[config.mk]
export PLATFORM = sky130hd
export DESIGN_NAME = simple_c_monitor
export DESIGN_NICKNAME = d
export VERILOG_FILES = /design/src/rtl/simple_c_monitor_pkg.sv /design/src/rtl/simple_c_monitor_sat_counter.sv /design/src/rtl/simple_c_monitor.sv
export SDC_FILE = /design/constraint.sdc
export NUM_CORES = 1
export LEC_CHECK = 0
export ABC_AREA = 1
export CAP_MARGIN = 20
export CORE_MARGIN = 2
export CORE_UTILIZATION = 45
export DETAILED_ROUTE_END_ITERATION = 6
export PLACE_DENSITY = 0.68
export RECOVER_POWER = 50
export SLEW_MARGIN = 20
export SYNTH_ARGS = -nofsm -noshare
export SYNTH_HDL_FRONTEND = slang
export SYNTH_HIERARCHICAL = 1
export SYNTH_SLANG_ARGS = --single-unit
[constraint.sdc]
create_clock -name clk -period 1.7 [get_ports clk]
set_input_delay 0.34 -clock clk [delete_from_list [all_inputs] [get_ports clk]]
set_output_delay 0.34 -clock clk [all_outputs]
set_load 0.05 [all_outputs]
[src/rtl/simple_c_monitor_pkg.sv]
// Shared definitions for the simple_c_monitor gate-network checker.
//   state_t            : monitor FSM state encoding
//   SETTLE_CYC_DEFAULT : default settle time in clock cycles
//   FF_*               : bit positions of each signal inside first_fail
//   expected_de        : reference model of the gate network, returns {d, e}
package simple_c_monitor_pkg;

  typedef enum logic [1:0] {
    IDLE     = 2'd0,
    SETTLE   = 2'd1,
    CHECK    = 2'd2,
    WAIT_CHG = 2'd3
  } state_t;

  localparam int unsigned SETTLE_CYC_DEFAULT = 6;

  // first_fail = {a, b, c, d, e}
  localparam int unsigned FF_W = 5;
  localparam int unsigned FF_A = 4;
  localparam int unsigned FF_B = 3;
  localparam int unsigned FF_C = 2;
  localparam int unsigned FF_D = 1;
  localparam int unsigned FF_E = 0;

  // abc = {a, b, c}; result = {exp_d, exp_e}
  function automatic logic [1:0] expected_de(input logic [2:0] abc);
    return {(abc[2] & abc[1]) | ~abc[0], ~abc[0]};
  endfunction

endpackage

[src/rtl/simple_c_monitor_sat_counter.sv]
// Saturating up-counter used for both the check and the error counters.
//   clk   : clock, rising edge
//   rst   : synchronous active-high reset, clears count
//   inc   : increment request for this cycle
//   count : current value, sticks at all-ones instead of wrapping
module sat_counter #(
  parameter int unsigned W = 8
) (
  input  logic         clk,
  input  logic         rst,
  input  logic         inc,
  output logic [W-1:0] count
);

  always_ff @(posedge clk) begin
    if (rst) begin
      count <= '0;
    end else if (inc && (count != '1)) begin
      count <= count + 1'b1;
    end
  end

endmodule

[src/rtl/simple_c_monitor.sv]
// Monitor for a small combinational gate network (d = (a&b)|~c, e = ~c).
// After each change of {a,b,c} it waits SETTLE_CYC stable cycles, compares
// d/e once against the reference model, and accumulates statistics.
//   clk, rst      : clock and synchronous active-high reset
//   en            : enable; low returns the monitor to IDLE (statistics held)
//   a, b, c       : stimulus applied to the network
//   d, e          : observed network outputs
//   busy          : high in SETTLE or CHECK
//   chk_valid     : one-cycle pulse per comparison
//   chk_pass      : result of the most recent comparison
//   chk_count     : saturating number of comparisons
//   err_count     : saturating number of failed comparisons
//   fail_seen     : sticky, set by the first failure
//   first_fail    : {a,b,c,d,e} captured at the first failure
module simple_c_monitor
  import simple_c_monitor_pkg::*;
#(
  parameter int unsigned SETTLE_CYC = SETTLE_CYC_DEFAULT,
  parameter int unsigned CNT_W      = 8
) (
  input  logic             clk,
  input  logic             rst,
  input  logic             en,
  input  logic             a,
  input  logic             b,
  input  logic             c,
  input  logic             d,
  input  logic             e,
  output logic             busy,
  output logic             chk_valid,
  output logic             chk_pass,
  output logic [CNT_W-1:0] chk_count,
  output logic [CNT_W-1:0] err_count,
  output logic             fail_seen,
  output logic [FF_W-1:0]  first_fail
);

  localparam logic [7:0] SETTLE_LAST = 8'(SETTLE_CYC - 1);

  state_t          state_q, state_d;
  logic [7:0]      settle_cnt_q, settle_cnt_d;
  logic [2:0]      vec_in, vec_q;
  logic            change;
  logic            chg_pend_q;
  logic            do_check;
  logic            pass;
  logic            err_inc;
  logic [FF_W-1:0] first_fail_d;

  assign vec_in  = {a, b, c};
  assign change  = (vec_in != vec_q);
  assign pass    = ({d, e} == expected_de(vec_q));
  assign err_inc = do_check & ~pass;
  assign busy    = (state_q == SETTLE) || (state_q == CHECK);

  always_comb begin
    first_fail_d       = '0;
    first_fail_d[FF_A] = vec_q[2];
    first_fail_d[FF_B] = vec_q[1];
    first_fail_d[FF_C] = vec_q[0];
    first_fail_d[FF_D] = d;
    first_fail_d[FF_E] = e;
  end

  always_comb begin
    state_d      = state_q;
    settle_cnt_d = settle_cnt_q;
    do_check     = 1'b0;
    if (!en) begin
      state_d      = IDLE;
      settle_cnt_d = '0;
    end else begin
      case (state_q)
        IDLE: begin
          state_d      = SETTLE;
          settle_cnt_d = '0;
        end
        SETTLE: begin
          if (change) begin
            settle_cnt_d = '0;
          end else if (settle_cnt_q == SETTLE_LAST) begin
            state_d      = CHECK;
            settle_cnt_d = '0;
          end else begin
            settle_cnt_d = settle_cnt_q + 8'd1;
          end
        end
        CHECK: begin
          do_check = 1'b1;
          state_d  = WAIT_CHG;
        end
        WAIT_CHG: begin
          // vec_q already absorbed a change made during CHECK, so that
          // change is carried over in chg_pend_q rather than lost.
          if (change || chg_pend_q) begin
            state_d      = SETTLE;
            settle_cnt_d = '0;
          end
        end
        default: begin
          state_d      = IDLE;
          settle_cnt_d = '0;
        end
      endcase
    end
  end

  always_ff @(posedge clk) begin
    if (rst) begin
      state_q      <= IDLE;
      settle_cnt_q <= '0;
      vec_q        <= '0;
      chg_pend_q   <= 1'b0;
      chk_valid    <= 1'b0;
      chk_pass     <= 1'b0;
      fail_seen    <= 1'b0;
      first_fail   <= '0;
    end else begin
      state_q      <= state_d;
      settle_cnt_q <= settle_cnt_d;
      vec_q        <= vec_in;
      chg_pend_q   <= do_check & change;
      chk_valid    <= do_check;
      if (do_check) begin
        chk_pass <= pass;
      end
      if (err_inc && !fail_seen) begin
        fail_seen  <= 1'b1;
        first_fail <= first_fail_d;
      end
    end
  end

  sat_counter #(.W(CNT_W)) u_chk_cnt (
    .clk   (clk),
    .rst   (rst),
    .inc   (do_check),
    .count (chk_count)
  );

  sat_counter #(.W(CNT_W)) u_err_cnt (
    .clk   (clk),
    .rst   (rst),
    .inc   (err_inc),
    .count (err_count)
  );

endmodule

# After elaboration in Yosys (flattened, before gate mapping)
# Index checks and enable logic that the tools add are counted.
[word_totals] input_bits=8 output_inout_bits=25 register_bits=38 wordCells=52
[op_classes] bitwise=7 n_reduce_logical=11 eq_ne=11 mux=10 add_sub_neg=3
[op_table] operator="adder 8 x 1 -> 8 bit (second input constant)" n=3
[op_table] operator="2-to-1 mux 8 bit" n=3
[op_table] operator="one-hot mux 8 bit (3 select lines)" n=1
[op_table] operator="inequality test 8 bit (second input constant)" n=2
[op_table] operator="equality test 8 x 3 -> 1 bit (second input constant)" n=1
[op_table] operator="one-hot mux 2 bit (4 select lines)" n=1
[op_table] operator="2-to-1 mux 2 bit" n=3
[op_table] operator="equality test 2 bit (second input constant)" n=2
[op_table] operator="inequality test 2 bit (second input constant)" n=2
[op_table] operator="bitwise AND 1 bit" n=3
[op_table] operator="logical AND 1 bit" n=3
[op_table] operator="inequality test 3 bit" n=1
[op_table] operator="inverter 1 bit" n=3
[op_table] operator="AND reduction 3 bit" n=1
[op_table] operator="nonzero test 3 bit" n=1
[op_table] operator="equality test 2 x 1 -> 1 bit (second input constant)" n=1
[op_table] operator="equality test 2 bit" n=1
[op_table] operator="logical NOT 2 bit" n=1
[op_table] operator="logical OR 1 bit" n=2
[op_table] operator="2-to-1 mux 1 bit" n=2
[op_table] operator="inequality test 2 x 1 -> 1 bit (second input constant)" n=1
[op_table] operator="AND reduction 2 bit" n=1
[op_table] operator="OR reduction 2 bit" n=1
[op_table] operator="logical NOT 1 bit" n=1
[op_table] operator="bitwise OR 1 bit" n=1

# Longest topological paths before layout
[logic_depth] depth_word=6 depth_mapped=12 mapped_depth_nobuf=12

# Cells and area by module
# The synthesis kept the hierarchy.
[modules_own_cells] mod="simple_c_monitor" seq_area_each_um2=440.4 instances=1 cells_per_inst=180 area_per_inst_um2=1221.2
[modules_own_cells] mod="sat_counter" seq_area_each_um2=160.2 instances=2 cells_per_inst=77 area_per_inst_um2=484.2

# Worst setup path before layout
# OpenSTA, ideal clock, no wires.
[synth_path] path_kind="register to register" start="register u_chk_cnt.count[0]" end="register u_chk_cnt.count[3]" setup_time_ns=0.117 setup_slack_ns=0.098 path_stages_with_launch=8 path_buffers=1 period_less_slack_ns=1.602 required_time_ns=1.583 arrival_ns=1.484 path_cell_list="dfxtp_1 -> ha_1 -> nand3_2 -> inv_2 -> nand2_2 -> buf_6 -> a21oi_1 -> nor2_1"
[synth_between] elab_chain_len=2 word_cells_on_any_way=3 classes_between="1 x add/sub; 1 x eq/ne; 1 x reduce/logical"
[synth_rtl] element="start: declaration" line_no="simple_c_monitor_sat_counter.sv:12" source="output logic [W-1:0] count"
[synth_rtl] element="start signal: assignment" line_no="simple_c_monitor_sat_counter.sv:19" source="count <= count + 1'b1;"
[synth_rtl] element="parallel branches: the longest is 2 deep, another holds adder 8 x 1 -> 8 bit"
# Several ways; the timed one is not identified.
# A chain may end at the register's enable or synchronous reset.

# Final worst setup path
[layout_path] start="register state_q[0]" end="output busy"
[layout_between] elab_chain_len=2 word_cells_on_any_way=3 classes_between="2 x eq/ne; 1 x reduce/logical"
[layout_rtl] element="start: declaration" line_no="simple_c_monitor.sv:40" source="state_t state_q, state_d;"
[layout_rtl] element="start signal: assignment" line_no="simple_c_monitor.sv:119" source="state_q <= state_d;"
[layout_rtl] element="equality test 2 x 1 -> 1 bit or equality test 2 bit (tied branches)" line_no="simple_c_monitor.sv:54" source="assign busy = (state_q == SETTLE) || (state_q == CHECK);"
[layout_rtl] element="logical OR 1 bit *" line_no="simple_c_monitor.sv:54"
[layout_rtl] element="end: declaration" line_no="simple_c_monitor.sv:29" source="output logic busy,"
# Mark *: on every way between the ends. The rest lies on a longest branch, timed or not.

==> metrics.txt <==
CTS Sinks=38; final slew viol count=0; final-report setup violation count=0; relative slew slack=0.602; Clock Path Buffers=2; GR Overflow Total=0; CTS buffer count=5; crit path DAT=1270 ps; Buffers & Inverters on Critical Path=3; Setup crit end kind=primary output; Die W=73.8 µm; status=finished clean; core area=0.00469 mm²; Final nets=399; largest net degree at the start of global routing=15; dpl hpwl=3.35 mm; Hold Startpoint=first_fail[4]; gr usage total=0.181; slowest stage cell, crit path=dfxtp_4; final hold violation count=0; DR WL/cell=10.2 µm; First-pass DRT Iterations=6; startpoint types=flip-flop; CTS H-tree lvls=2; initial antenna violation count=0; syn_area_per_cell=6.56 µm²; most used cell, CP=inv_1; Max-Cap Viols=0; Min-Delay Path Class=flip-flop to flip-flop; P_leak=1.21 nW; Max Fclk=0.622 GHz; initial drt markers=55; minimum clock period after layout=1610 ps; synth warn=6; commonest cells after routing, fill and taps aside=nand2_1, nor2_1, inv_1; CTS clk-pin slew, worst paths=70 ps; Area Growth Syn to Fin=20.9%; Core Util, Final=0.564; commonest non-fill, non-tap cell in the layout=nand2_1; reg2reg end=u_err_cnt/count[2]; crit share post-route=0.946; row cnt=25; Max stage delay on crit path=370 ps; Min-Delay Path Depth=2; Synth Net Count=351; DRC Markers=0; post-synthesis cell type count=26; full die area=0.00544 mm²; vias in the first global route=1843; power per cell area=715 mW/mm²; via count=2049; Worst Reg2Reg Path Length in Cells=11; Ports=33; clock tree from TritonCTS=built; Crit Path Max Fanout=5; Post-Syn Instances=334; total negative slack=0 ps; register bit total from synthesis=38; top_reg_cell synth=dfxtp_1; FF-to-FF Start=state_q[0]; sequential area share after synthesis=0.347; layout cells sized above 1=0.167; die height=73.8 µm; clock latency on the worst-skew pair=290 ps; first-pass GRT wire length=7.78 mm; setup bufs post-CTS=0; post-route antenna net violation count=0; Crit Path Class=flip-flop to primary output; PortBufs=32; gpl congestion=0.847; clk_skew=11.1 ps; Top delay family on crit path=flip-flops; r2r setup slk=150 ps; Slew @ Worst Pin=600 ps; worst path cell trace=inv_1 > ha_1 > inv_1 > buf_12; EDFF count, synth=0; vias per cell=4.69; RSZ-0062 raised after global routing=no; Max rail drop VDD=0.000403 V; DRT Wirelength=4.45 mm; mapped cell area=0.00219 mm²; Root Buffer Master=clkbuf_8; starting density of the core=0.467; n_diodes=0; hold endpoint=first_fail[4]; worst path required time=1360 ps; share of flip-flops with an asynchronous set or reset=0
[metrics by stage]
stage          area, µm²  cells  hold WS (ps)  power (W)  worst slack, ps
6_report            2650    437           462    0.00189             92.3
5_1_grt             2650    437           505    0.00200             17.4
4_1_cts             2750    437           467    0.00193             51.0
3_3_place_gp        2640    429           454    0.00116             -116
2_1_floorplan       2190    334           465    0.00108             98.4
3_5_place_dp        2640    429           456    0.00117             -190
[worst register-to-register path, stage by stage, from the launching register on]
cell and delay, ps:
dfxtp_4 370, inv_1 60, ha_1 190, nand2_1 100
inv_1 70, nand2_1 90, inv_2 90, buf_4 170
a21oi_1 160, nor2_1 50, o21ai_1 70, inv_1 40
[area by class of cell]
cell class | count | area (µm²)
clock buffers | 5 | 68.8
clock inverters | 3 | 40.0
fillers | 489 | 2040
inverters | 52 | 199
multi-input cells | 239 | 1190
flip-flops and latches | 38 | 764
well taps | 54 | 67.6
repair buffers | 46 | 319
[Yosys cell counts, drive strengths merged (3+ instances only)]
master,n,area (µm²)
ha,9,113
inv,50,190
nand3,36,200
nand2,94,385
o21ai,4,20.0
a21oi,27,135
nor2,61,254
xor2,3,26.3
dfxtp,38,761
buf,4,37.5
[cells by family after synthesis]
| kind of cell | synth area share |
|---|---|
| flops | 0.347 |
| compound gates | 0.0709 |
| fa+ha+maj | 0.0514 |
| simple gates | 0.409 |
| buf+inv | 0.110 |
| xor+xnor | 0.0120 |
[where the power goes]
group / internal, W / switching (W) / total [W] / leakage [nW]
logic: 0.0000850 / 0.000134 / 0.000219 / 0.847
clock network: 0.000432 / 0.000322 / 0.000754 / 0.0579
registers: 0.000904 / 0.0000158 / 0.000920 / 0.308
[how the worst max path moves through the flow]
stage	to	depth (start not counted)	slack (ps)	startpoint
2_1_floorplan	u_chk_cnt/count[3]	7	100	u_chk_cnt/count[0]
3_3_place_gp	u_err_cnt/count[2]	10	-120	e
3_5_place_dp	u_err_cnt/count[2]	10	-190	e
4_1_cts	busy	4	50	state_q[0]
5_1_grt	busy	4	20	state_q[0]
6_report	busy	4	90	state_q[0]
[routing by layer]
layer / up-vias / track usage / wire, µm
met1: 894 / 0.234 / 2240
li1: 1128 / - / -
met5: - / 0 / 0
met3: 4 / 0.0370 / 144
met2: 23 / 0.303 / 2030
met4: 0 / 0.0505 / 42
[what timing repair did]
item / CTS / global route
pin swaps: 0 / 0
setup endpoints to repair: 1 / 1
endpoints found under the hold margin: 0 / 0
cloned: 0 / 0
resized for setup: 1 / 1
hold buffers: 0 / 0
[flip-flops by register name, summed over array words and instances, names as in the netlist, 2 cells and up]
signal and cells:
settle_cnt_q 8, first_fail 5, state_q 2, u_err_cnt/count 8, vec_q 3, u_chk_cnt/count 8
Note: power is estimated with default switching activity, not from simulation.
